<file path="src/rtl/clock_pkg.sv">
// rtl/clock_pkg.sv - shared BCD clock types, option codes, field limits and ring states
package clock_pkg;

    typedef logic [3:0] bcd_t;

    localparam logic [1:0] OPT_SEC  = 2'd0;
    localparam logic [1:0] OPT_MIN  = 2'd1;
    localparam logic [1:0] OPT_HOUR = 2'd2;
    localparam logic [1:0] OPT_NONE = 2'd3;

    localparam logic [7:0] MAX_SEC  = 8'h59;
    localparam logic [7:0] MAX_MIN  = 8'h59;
    localparam logic [7:0] MAX_HOUR = 8'h23;

    typedef enum logic [1:0] {
        IDLE   = 2'd0,
        RING   = 2'd1,
        SNOOZE = 2'd2
    } ring_state_t;

endpackage

</file>
<file path="src/rtl/bcd_field_step.sv">
// rtl/bcd_field_step.sv - two-digit BCD +1/-1 with wrap at a programmable maximum
module bcd_field_step
    import clock_pkg::*;
(
    input  logic [7:0] value,
    input  logic [7:0] max_val,
    input  logic       inc,
    input  logic       dec,
    output logic [7:0] result
);

    bcd_t hi;
    bcd_t lo;

    assign hi = value[7:4];
    assign lo = value[3:0];

    // Step the field; simultaneous inc and dec cancel out
    always_comb begin
        result = value;
        if (inc && !dec) begin
            if (value >= max_val) begin
                result = 8'h00;
            end else if (lo == 4'd9) begin
                result = {hi + 4'd1, 4'd0};
            end else begin
                result = {hi, lo + 4'd1};
            end
        end else if (dec && !inc) begin
            if (value == 8'h00) begin
                result = max_val;
            end else if (lo == 4'd0) begin
                result = {hi - 4'd1, 4'd9};
            end else begin
                result = {hi, lo - 4'd1};
            end
        end
    end

endmodule

</file>
<file path="src/rtl/alarm_bank.sv">
// rtl/alarm_bank.sv - multi-alarm BCD store with per-field editing and ring/snooze control
module alarm_bank
    import clock_pkg::*;
#(
    parameter int NUM_ALARMS  = 4,
    parameter int RING_SECS   = 60,
    parameter int SNOOZE_SECS = 300,
    localparam int SEL_W      = (NUM_ALARMS > 1) ? $clog2(NUM_ALARMS) : 1
) (
    input  logic                  clk,
    input  logic                  rst_n,
    input  logic                  edit_en,
    input  logic [SEL_W-1:0]      alarm_sel,
    input  logic [1:0]            option,
    input  logic                  inc_pulse,
    input  logic                  dec_pulse,
    input  logic                  en_toggle,
    input  logic [23:0]           cur_time,
    input  logic                  sec_tick,
    input  logic                  stop_key,
    input  logic                  snooze_key,
    output logic [23:0]           disp_time,
    output logic [NUM_ALARMS-1:0] alarm_en,
    output logic                  ring,
    output logic                  snoozing,
    output logic [SEL_W-1:0]      ring_id
);

    localparam logic [9:0] RING_LAST   = 10'(RING_SECS - 1);
    localparam logic [9:0] SNOOZE_LAST = 10'(SNOOZE_SECS - 1);

    logic [23:0]      alarm_time [NUM_ALARMS];
    logic [23:0]      sel_time;
    logic             sel_en;
    logic             sel_valid;
    logic [7:0]       field;
    logic [7:0]       field_max;
    logic [7:0]       field_next;
    logic [23:0]      new_time;
    logic             edit_ok;
    logic             field_wr;
    logic             disable_hit;
    logic             match_hit;
    logic [SEL_W-1:0] match_idx;
    ring_state_t      state;
    logic [9:0]       cnt;

    // Select the addressed alarm; an out-of-range index reads as all zero and is not editable
    always_comb begin
        sel_time  = '0;
        sel_en    = 1'b0;
        sel_valid = 1'b0;
        for (int i = 0; i < NUM_ALARMS; i++) begin
            if (alarm_sel == SEL_W'(i)) begin
                sel_time  = alarm_time[i];
                sel_en    = alarm_en[i];
                sel_valid = 1'b1;
            end
        end
    end

    assign disp_time = sel_time;
    assign edit_ok   = edit_en && sel_valid;
    assign field_wr  = edit_ok && (inc_pulse ^ dec_pulse) && (option != OPT_NONE);

    // Pick the field being edited and its wrap limit
    always_comb begin
        field     = 8'h00;
        field_max = MAX_SEC;
        case (option)
            OPT_SEC:  begin field = sel_time[7:0];   field_max = MAX_SEC;  end
            OPT_MIN:  begin field = sel_time[15:8];  field_max = MAX_MIN;  end
            OPT_HOUR: begin field = sel_time[23:16]; field_max = MAX_HOUR; end
            default:  begin field = 8'h00;           field_max = MAX_SEC;  end
        endcase
    end

    bcd_field_step u_step (
        .value   (field),
        .max_val (field_max),
        .inc     (inc_pulse),
        .dec     (dec_pulse),
        .result  (field_next)
    );

    // Splice the stepped field back into the selected alarm time
    always_comb begin
        new_time = sel_time;
        case (option)
            OPT_SEC:  new_time[7:0]   = field_next;
            OPT_MIN:  new_time[15:8]  = field_next;
            OPT_HOUR: new_time[23:16] = field_next;
            default:  new_time        = sel_time;
        endcase
    end

    // Alarm time and enable storage, written only by accepted edit pulses
    always_ff @(posedge clk or negedge rst_n) begin
        if (!rst_n) begin
            for (int i = 0; i < NUM_ALARMS; i++) begin
                alarm_time[i] <= '0;
            end
            alarm_en <= '0;
        end else begin
            for (int i = 0; i < NUM_ALARMS; i++) begin
                if (edit_ok && alarm_sel == SEL_W'(i)) begin
                    if (field_wr) begin
                        alarm_time[i] <= new_time;
                    end
                    if (en_toggle) begin
                        alarm_en[i] <= ~alarm_en[i];
                    end
                end
            end
        end
    end

    // Lowest-index enabled alarm whose time equals the running time
    always_comb begin
        match_hit = 1'b0;
        match_idx = '0;
        for (int i = NUM_ALARMS - 1; i >= 0; i--) begin
            if (alarm_en[i] && alarm_time[i] == cur_time) begin
                match_hit = 1'b1;
                match_idx = SEL_W'(i);
            end
        end
    end

    // Turning off the alarm that is ringing or snoozing cancels it
    assign disable_hit = edit_ok && en_toggle && sel_en && (alarm_sel == ring_id);

    // Ring/snooze state machine; counter counts sec_ticks spent in the current state
    always_ff @(posedge clk or negedge rst_n) begin
        if (!rst_n) begin
            state   <= IDLE;
            cnt     <= '0;
            ring_id <= '0;
        end else begin
            case (state)
                IDLE: begin
                    if (sec_tick && match_hit) begin
                        state   <= RING;
                        ring_id <= match_idx;
                        cnt     <= '0;
                    end
                end
                RING: begin
                    if (disable_hit || stop_key) begin
                        state <= IDLE;
                        cnt   <= '0;
                    end else if (snooze_key) begin
                        state <= SNOOZE;
                        cnt   <= '0;
                    end else if (sec_tick) begin
                        if (cnt == RING_LAST) begin
                            state <= IDLE;
                            cnt   <= '0;
                        end else begin
                            cnt <= cnt + 10'd1;
                        end
                    end
                end
                SNOOZE: begin
                    if (disable_hit || stop_key) begin
                        state <= IDLE;
                        cnt   <= '0;
                    end else if (sec_tick) begin
                        if (cnt == SNOOZE_LAST) begin
                            state <= RING;
                            cnt   <= '0;
                        end else begin
                            cnt <= cnt + 10'd1;
                        end
                    end
                end
                default: begin
                    state <= IDLE;
                    cnt   <= '0;
                end
            endcase
        end
    end

    assign ring     = (state == RING);
    assign snoozing = (state == SNOOZE);

endmodule

</file>
<file path="config.mk">
export PLATFORM = sky130hd
export DESIGN_NAME = alarm_bank
export DESIGN_NICKNAME = d
export VERILOG_FILES = /design/src/rtl/clock_pkg.sv /design/src/rtl/bcd_field_step.sv /design/src/rtl/alarm_bank.sv
export SDC_FILE = /design/constraint.sdc
export NUM_CORES = 1
export LEC_CHECK = 0
export CELL_PAD_IN_SITES_DETAIL_PLACEMENT = 2
export CELL_PAD_IN_SITES_GLOBAL_PLACEMENT = 2
export CORE_MARGIN = 1.5
export CORE_UTILIZATION = 33
export DETAILED_ROUTE_END_ITERATION = 6
export PLACE_DENSITY = 0.84
export SLEW_MARGIN = 20
export SYNTH_ARGS = -nofsm -noshare
export SYNTH_HDL_FRONTEND = slang
export SYNTH_HIERARCHICAL = 1
export SYNTH_SLANG_ARGS = --single-unit
</file>
<file path="constraint.sdc">
create_clock -name clk -period 3 [get_ports clk]
set_input_delay 0.6 -clock clk [delete_from_list [all_inputs] [get_ports clk]]
set_output_delay 0.6 -clock clk [all_outputs]
set_load 0.01 [all_outputs]
</file>
# After elaboration in Yosys (flattened, before gate mapping)
# Cells that the tools add are included.
dict set report op_classes {
  reduce_logical 36
  muxes 49
  addsub 5
  n_bitwise 5
  n_lt_le_gt_ge 1
  n_eq_ne 21
}
# cell count
set op_table {}
lappend op_table {{24-bit == test} 4}
lappend op_table {{24-bit two-way mux} 4}
lappend op_table {{10-bit two-way mux} 8}
lappend op_table {{8-bit two-way mux} 9}
lappend op_table {{10-bit one-hot mux with 3 select lines} 1}
lappend op_table {{2-bit two-way mux} 12}
lappend op_table {{8-bit one-hot mux with 3 select lines} 1}
lappend op_table {{2-bit AND reduction} 9}
lappend op_table {{1-bit logical AND} 17}
lappend op_table {{1-bit two-way mux} 12}
lappend op_table {{10-bit by 1-bit adder with 10-bit output, second input constant} 1}
lappend op_table {{10-bit by 6-bit == test with 1-bit output, second input constant} 1}
lappend op_table {{10-bit by 9-bit == test with 1-bit output, second input constant} 1}
lappend op_table {{4-bit by 1-bit adder with 4-bit output, second input constant} 2}
lappend op_table {{2-bit == test, second input constant} 4}
lappend op_table {{8-bit by 7-bit greater-or-equal comparator with 1-bit output} 1}
lappend op_table {{8-bit logical NOT} 1}
lappend op_table {{4-bit by 1-bit subtractor with 4-bit output, second input constant} 2}
lappend op_table {{7-bit two-way mux} 1}
lappend op_table {{2-bit by 1-bit == test with 1-bit output, second input constant} 3}
lappend op_table {{2-bit logical NOT} 3}
lappend op_table {{2-bit one-hot mux with 3 select lines} 1}
lappend op_table {{5-bit AND reduction} 1}
lappend op_table {{4-bit == test, second input constant} 1}
lappend op_table {{other kinds (12)} 17}
dict set report word_totals {
  inputBits 37
  out_inout_bits 32
  ff_bits 114
  wordCells 128
}

# Depth between registers and ports, before layout
dict set report logic_depth {
  ltp_word 12
  depth_mapped 15
  mapped_depth_nobuf 13
}

# Cells and area by module
# The synthesis kept the hierarchy.
# mod area_per_inst_um2 instances cells_each seq_area_each_um2
set by_module_without_submodules {}
lappend by_module_without_submodules {alarm_bank 6732.7 1 686 2852.7}
lappend by_module_without_submodules {bcd_field_step 728.2 1 102 0.0}

# Worst setup path after synthesis
# No wires, ideal clock.
dict set report synth_timing {
  kind {input -> register}
  from {input alarm_sel[0]}
  to {register alarm_time[26] (netlist bit)}
  arrival_ns 3.968
  n_path_buf 3
  setup_ns 0.083
  setup_slack_ns -1.051
  required_time_ns 2.917
  stages 14
  path_cell_list {buf_2 > buf_2 > buf_4 > mux4_2 > mux2i_1 > o21ai_0 > ha_1 > or4_4 > a21oi_2 > o31ai_2 > nand2b_4 > o221ai_2 > mux2i_1 > o21ai_0}
}
dict set report synth_via {
  word_cells_on_any_way 31
  classes_between {add/sub: 2; order compare: 1; eq/ne: 4; mux: 16; reduce/logical: 8}
}
# item line
set synth_lines {}
lappend synth_lines {{start, declared} alarm_bank.sv:13} ;# input logic [SEL_W-1:0] alarm_sel,
lappend synth_lines {{2-bit logical NOT} alarm_bank.sv:54} ;# if (alarm_sel == SEL_W'(i)) begin
lappend synth_lines {{24-bit two-way mux (3 in series)} alarm_bank.sv:54}
lappend synth_lines {{24-bit two-way mux (*)} alarm_bank.sv:54}
lappend synth_lines {{named net disp_time[12]} alarm_bank.sv:22} ;# output logic [23:0] disp_time,
lappend synth_lines {{8-bit one-hot mux with 3 select lines (*)} alarm_bank.sv:70} ;# case (option)
lappend synth_lines {{named net field[4]} alarm_bank.sv:36} ;# logic [7:0] field;
lappend synth_lines {{branches (longest 3 deep; another with 8-bit by 7-bit greater-or-equal comparator with 1-bit output)} n/a}
lappend synth_lines {{8-bit two-way mux (*)} bcd_field_step.sv:21} ;# if (inc && !dec) begin
lappend synth_lines {{named net field_next[2]} alarm_bank.sv:38} ;# logic [7:0] field_next;
lappend synth_lines {{8-bit two-way mux (*)} alarm_bank.sv:89} ;# case (option)
lappend synth_lines {{end signal, assigned by index} alarm_bank.sv:108} ;# alarm_time[i] <= new_time;
lappend synth_lines {{end, declared} alarm_bank.sv:32} ;# logic [23:0] alarm_time [NUM_ALARMS];
# Mark *: on every way through the listed nets, which the timed path passes.
# A chain may end at the register's enable or synchronous reset.

# Worst setup path in the final report
dict set report layout_timing {
  from {input alarm_sel[0]}
  to {register alarm_time[81] (netlist bit)}
}
dict set report layout_via {
  elab_chain_cells 12
  word_cells_on_any_way 31
  classes_between {add/sub: 2; order compare: 1; eq/ne: 4; mux: 16; reduce/logical: 8}
}
# item line
set layout_lines {}
lappend layout_lines {{2-bit logical NOT} alarm_bank.sv:54}
lappend layout_lines {{24-bit two-way mux (3 in series)} alarm_bank.sv:54}
lappend layout_lines {{24-bit two-way mux (*)} alarm_bank.sv:54}
lappend layout_lines {{8-bit one-hot mux with 3 select lines (*)} alarm_bank.sv:70}
lappend layout_lines {{named net field[3]} alarm_bank.sv:36}
lappend layout_lines {{branches (longest 4 deep; another with 8-bit by 7-bit greater-or-equal comparator with 1-bit output)} n/a}
lappend layout_lines {{8-bit two-way mux (*)} bcd_field_step.sv:21}
lappend layout_lines {{named net field_next[1]} alarm_bank.sv:38}
lappend layout_lines {{8-bit two-way mux (*)} alarm_bank.sv:89}
# Marked as above.

==> qor.txt <==
status = finished, violations left
failing checks = negative setup slack
Final Core Density = 56.0%
first-pass GRT wire length = 74.1 mm
sequential element share of the synthesized area = 38.2%
clk_lat worst skew = 0.46 ns
register clock-pin slew on the reported worst setup and hold paths = 0.07 ns
worst slew pin tran = 0.714 ns
ys async rst share = 100%
post-route ant nets = 0
# nets final = 1,151
RSZ-0062 raised after global routing = yes
WL final = 56.4 mm
worst min path class = in2async
YS warnings = 6
Ports = 69
ys flop type = dfrtp_1
CP Launch Type = primary input
Die Span X = 153 µm
crit path from = alarm_sel[0]
#FFs+latches synth = 114
clock sinks = 114
Post-synth EDFFs = 0
Site Rows = 54
Setup violations, final = 109
starting density of the core = 33.9%
Final Skew = 0.0163 ns
Syn Area/Cell = 9.47 µm²
CTS tree = yes
CP Max Fanout = 8
core area = 0.0220 mm²
CTS H-Tree Depth = 4
Mapped Area = 0.00746 mm²
Slew HR = 52.4%
WS Path Type = in2reg
vias in the first global route = 9,805
fmax = 0.272 GHz
Max Cap Violations = 0
Max Root-Sink Buffers = 2
Routed wire per std cell = 40.6 µm
shortest period the worst path allows = 3.68 ns
CTS Hold Bufs = 0
Req. time, crit path = 3.34 ns
DP Worst Slack = -1.51 ns
worst vdd ir = 0.600 mV
synth unique cells = 61
top post-synthesis cells by area = dfrtp_1 38%, xnor2_1 9.7%, o21ai_0 7.4%
vias after detailed routing = 9,130
final worst path period share = 123%
layout cell share with drive strength beyond 1 = 47.0%
die height = 153 µm
Yosys top cell area share = 38.2%
Remaining DRCs = 0
Gate Count Post-Synth = 788
worst r2r src = alarm_time[78]$_DFFE_PN0P_
Worst Path Arrival = 4.02 ns
DRT iter0 DRCs = 839
Placed Cells = 1,317
Root Driver = clkbuf_16
setup ws final = -0.676 ns
vias per inst = 6.57
Worst Hold Margin = 0.196 ns
antenna violations before repair = 2
pwr dens = 746 mW/mm²
GPL Wtd Cong = 0.873
Total GRT Usage = 44.5%
crit path capture type = register
Overflow after GRT = 0
Port Buffers = 68
Slew Limit Fails = 0
Area Overhead vs Synth = 65.4%
non-filler cells, final = 1,390
final hold viol count = 0
largest net degree at the start of global routing = 48
CTS buffer count = 17
Pleak = 5.33 nW
Die ar. = 0.0235 mm²
Yosys top cell by area = dfrtp_1
PnR Total Power = 9.21 mW
Post-DP HPWL = 28.4 mm
First-pass DRT Iterations = 7
layer usage:
metal | share of wire [%] | wire, µm | track usage [%]
met2 | 46 | 26100 | 73.5
met4 | 9.9 | 5580 | 33.5
met3 | 8.3 | 4680 | 9.30
met1 | 36 | 20100 | 50.7
met5 | 0 | 0 | 0
flip-flops by register name, summed over array words and instances (netlist names):
signal	flops
alarm_time	96
state	2
cnt	10
ring_id	2
alarm_en	4
worst max-delay path, stage by stage:
cell and delay, ns:
buf_12 0.11, buf_12 0.14, buf_4 0.13, mux4_2 0.58, nand2_1 0.22, o21ai_4 0.14, ha_4 0.21, or4_4 0.54
a21oi_4 0.21, o311a_4 0.27, buf_6 0.10, a221o_2 0.31, mux2i_4 0.17, o21ai_2 0.26
kinds of logic after synthesis:
kind of cell / share of synthesized area (%)
AOI/OAI and AO/OA: 13.8
buffers and inverters: 5.17
and+or+nand+nor: 14.4
xor gates and xnor gates: 12.8
other: 0.101
adders and majority gates: 3.19
muxes: 12.4
DFF: 38.2
placed cells by master, fill, tap and decap left out, types with 5 or more instances in the layout:
cell type	count
nor3_1	6
mux4_2	24
o21ai_4	5
mux2i_1	5
nand2b_1	5
clkbuf_16	18
nand4_1	22
ha_4	5
xor2_1	16
o22ai_1	6
o21ai_2	81
a21oi_1	5
dfrtp_1	114
conb_1	5
nand2_1	122
o21ai_0	6
xnor2_1	75
buf_6	16
buf_12	13
nand3_1	12
nor2_1	20
ha_1	12
o21ai_1	25
buf_4	246
a22o_1	6
inv_1	20
nor2b_1	7
clkdlybuf4s50_1	60
mux2i_4	28
xnor2_2	13
cell usage after synthesis, drive strengths merged, types with 6 or more instances:
| master | count |
|---|---|
| a21oi | 9 |
| a22o | 6 |
| buf | 31 |
| clkbuf | 28 |
| dfrtp | 114 |
| ha | 19 |
| inv | 24 |
| mux2i | 36 |
| mux4 | 24 |
| nand2 | 127 |
| nand2b | 8 |
| nand3 | 14 |
| nand4 | 22 |
| nor2 | 21 |
| nor2b | 7 |
| nor3 | 8 |
| nor4 | 6 |
| o21ai | 117 |
| o22ai | 11 |
| xnor2 | 88 |
| xor2 | 17 |
path summary, 6_finish.rpt:
path | slack [ns] | cells after the start | end
hold reg to reg | 0.57 | 1 | cnt[9]$_DFFE_PN0P_
hold / removal | 0.20 | 1 | cnt[5]$_DFFE_PN0P_
max in group asynchronous | 1.83 | 2 | alarm_time[63]$_DFFE_PN0P_
setup reg to reg | -0.64 | 12 | alarm_time[81]$_DFFE_PN0P_
min in group clk | 0.57 | 1 | cnt[9]$_DFFE_PN0P_
setup / recovery | -0.68 | 14 | alarm_time[81]$_DFFE_PN0P_
timing repair:
action,4_1_cts,5_1_grt
setup buffers,25,17
gates cloned,3,1
gates resized for setup,212,82
pin swaps,47,27
endpoints found under the setup margin,124,108
cell type report:
| class | instances | area (µm²) |
|---|---|---|
| Antenna cell | 2 | 5.00 |
| Clock buffer | 20 | 447 |
| Clock inverter | 12 | 156 |
| Fill cell | 2141 | 9690 |
| Inverter | 25 | 96.3 |
| Multi-Input combinational cell | 593 | 5370 |
| Sequential cell | 114 | 2850 |
| Tap cell | 280 | 350 |
| Timing Repair Buffer | 344 | 3060 |
power by group:
group,switching (mW),internal [mW]
registers,0.363,1.83
clock network,0.958,1.33
logic,2.66,2.06
metrics by stage:
stage,TNS (ns),area [µm²]
global route,-49.01,12300
CTS,-27.80,11900
global placement,-98.57,10200
finish,-50.11,12300
floorplan,-41.31,7610
detailed placement,-132.36,10200
Note: power is estimated with default switching activity, not from simulation.
==> patch, RTL diff (config.mk and constraints unchanged) <==
Add an input register stage for `cur_time`, cleared by the reset; this delays it by one clock. The other inputs are not delayed to match.
--- a/src/rtl/alarm_bank.sv
+++ b/src/rtl/alarm_bank.sv
@@ -28,6 +28,16 @@
 
     localparam logic [9:0] RING_LAST   = 10'(RING_SECS - 1);
     localparam logic [9:0] SNOOZE_LAST = 10'(SNOOZE_SECS - 1);
+
+    logic [23:0] cur_time_q;
+
+    always_ff @(posedge clk or negedge rst_n) begin
+        if (!rst_n) begin
+            cur_time_q <= '0;
+        end else begin
+            cur_time_q <= cur_time;
+        end
+    end
 
     logic [23:0]      alarm_time [NUM_ALARMS];
     logic [23:0]      sel_time;
@@ -120,7 +130,7 @@
         match_hit = 1'b0;
         match_idx = '0;
         for (int i = NUM_ALARMS - 1; i >= 0; i--) begin
-            if (alarm_en[i] && alarm_time[i] == cur_time) begin
+            if (alarm_en[i] && alarm_time[i] == cur_time_q) begin
                 match_hit = 1'b1;
                 match_idx = SEL_W'(i);
             end
Behaviour: not the same (Yosys sat finds a counterexample within 4 cycles, from zero or initial values and one cycle with rst_n low).
==> patch against the original RTL <==
  * The run ends with capacitance limit, slew limit, setup timing left
  * Area after synthesis up 7.8%
  * Non-clock buffer count down 18
  * Highest routed layer is now met5
  * Wire length increased by 9.6%
  * Sequential cell count up 24
  * Design area up 5.0%
  * Worst setup slack got worse by 290 ps
  * Largest power group unchanged
  * Power about the same
  * Global-route usage fell by 2.1 points
  * Critical endpoint is now cnt[2]
==> patch: results <==
group,metric,value,unit
routing,drt-met1-wl,20800,microns
synthesis,synth_common_cells,"138 x dfrtp_1, 129 x nand2_1, 109 x o21ai_0",
routing,wl,61900,microns
layout,reg_top3,"alarm_time: 96 flops, cur_time_q: 24 flops, cnt: 10 flops",
timing,fin_skew,20.3,ps
run,drv_cap,1,
setup_path,critPathArrivalTime,4330,ps
outcome,status,"finished, violations left",
grt,grt_pass1_vias,10000,
synthesis,synth_compound_area_frac,0.128,
routing,met2_length,27900,microns
grt,grt_use_met1,0.457,
layout,drive_above_1_share,0.442,
grt,grt_use_met3,0.129,
grt,gr-usage-met2,0.694,
power,pg_comb,4.35,mW
power,leakage,5.74,nW
timing,finalSetupViolCount,110,
synthesis,synth.avg_cell_area,9.99,sq um
synthesis,muxShareOfSynthArea,0.118,
setup_path,setup.worst_path.start,"cur_time_q[18]",
timing,worst_pin_slew,1520,ps
grt,grt_max_degree,64,
routing,wl_met3,6280,microns
power,pwr-share-clk,0.251,
routing,wire_per_inst,42.8,microns
timing,setup_ws,-967,ps
setup_path,ff2ff_path_depth,9,
routing,num_vias,9472,
place,placed_area,10700,sq um
layout,postLayoutCoreUtil,0.547,
timing,tns,-77490,ps
clock_tree,clk_latency,490,ps
place,place.gp.congestion,0.932,
timing,report.final.slew_viol_count,2,
outcome,violations,"capacitance limit, slew limit, setup timing",
routing,firstDrtPassIters,5,
power,p_comb_frac,0.472,
power,ir_worst_vdd,524,uV
setup_path,worstReg2RegStart,"cur_time_q[18]",
[patch: area by class of cell]
| cell class | count | area share |
|---|---|---|
| flip-flops and latches | 138 | 0.266 |
| repair buffers | 326 | 0.228 |
| clock buffers | 18 | 0.0339 |
| diodes | 4 | 0.000772 |
| well taps | 319 | 0.0308 |
| inverters | 21 | 0.00666 |
| multi-input cells | 607 | 0.423 |
| clock inverters | 13 | 0.0105 |
[patch: repair_timing]
action / CTS / global route
gates cloned: 1 / 0
setup endpoints to repair: 117 / 111
setup buffers: 28 / 35
resized for setup: 172 / 122
pin swaps: 40 / 45
[patch: critical path, stage by stage, from the launching register on]
cell	delay (ps)
dfrtp_1	580
xor2_1	300
nor3_1	1260
nand3_1	300
nor4_4	360
o41a_1	330
buf_4	160
buf_4	170
o21ai_0	130
a22o_1	230
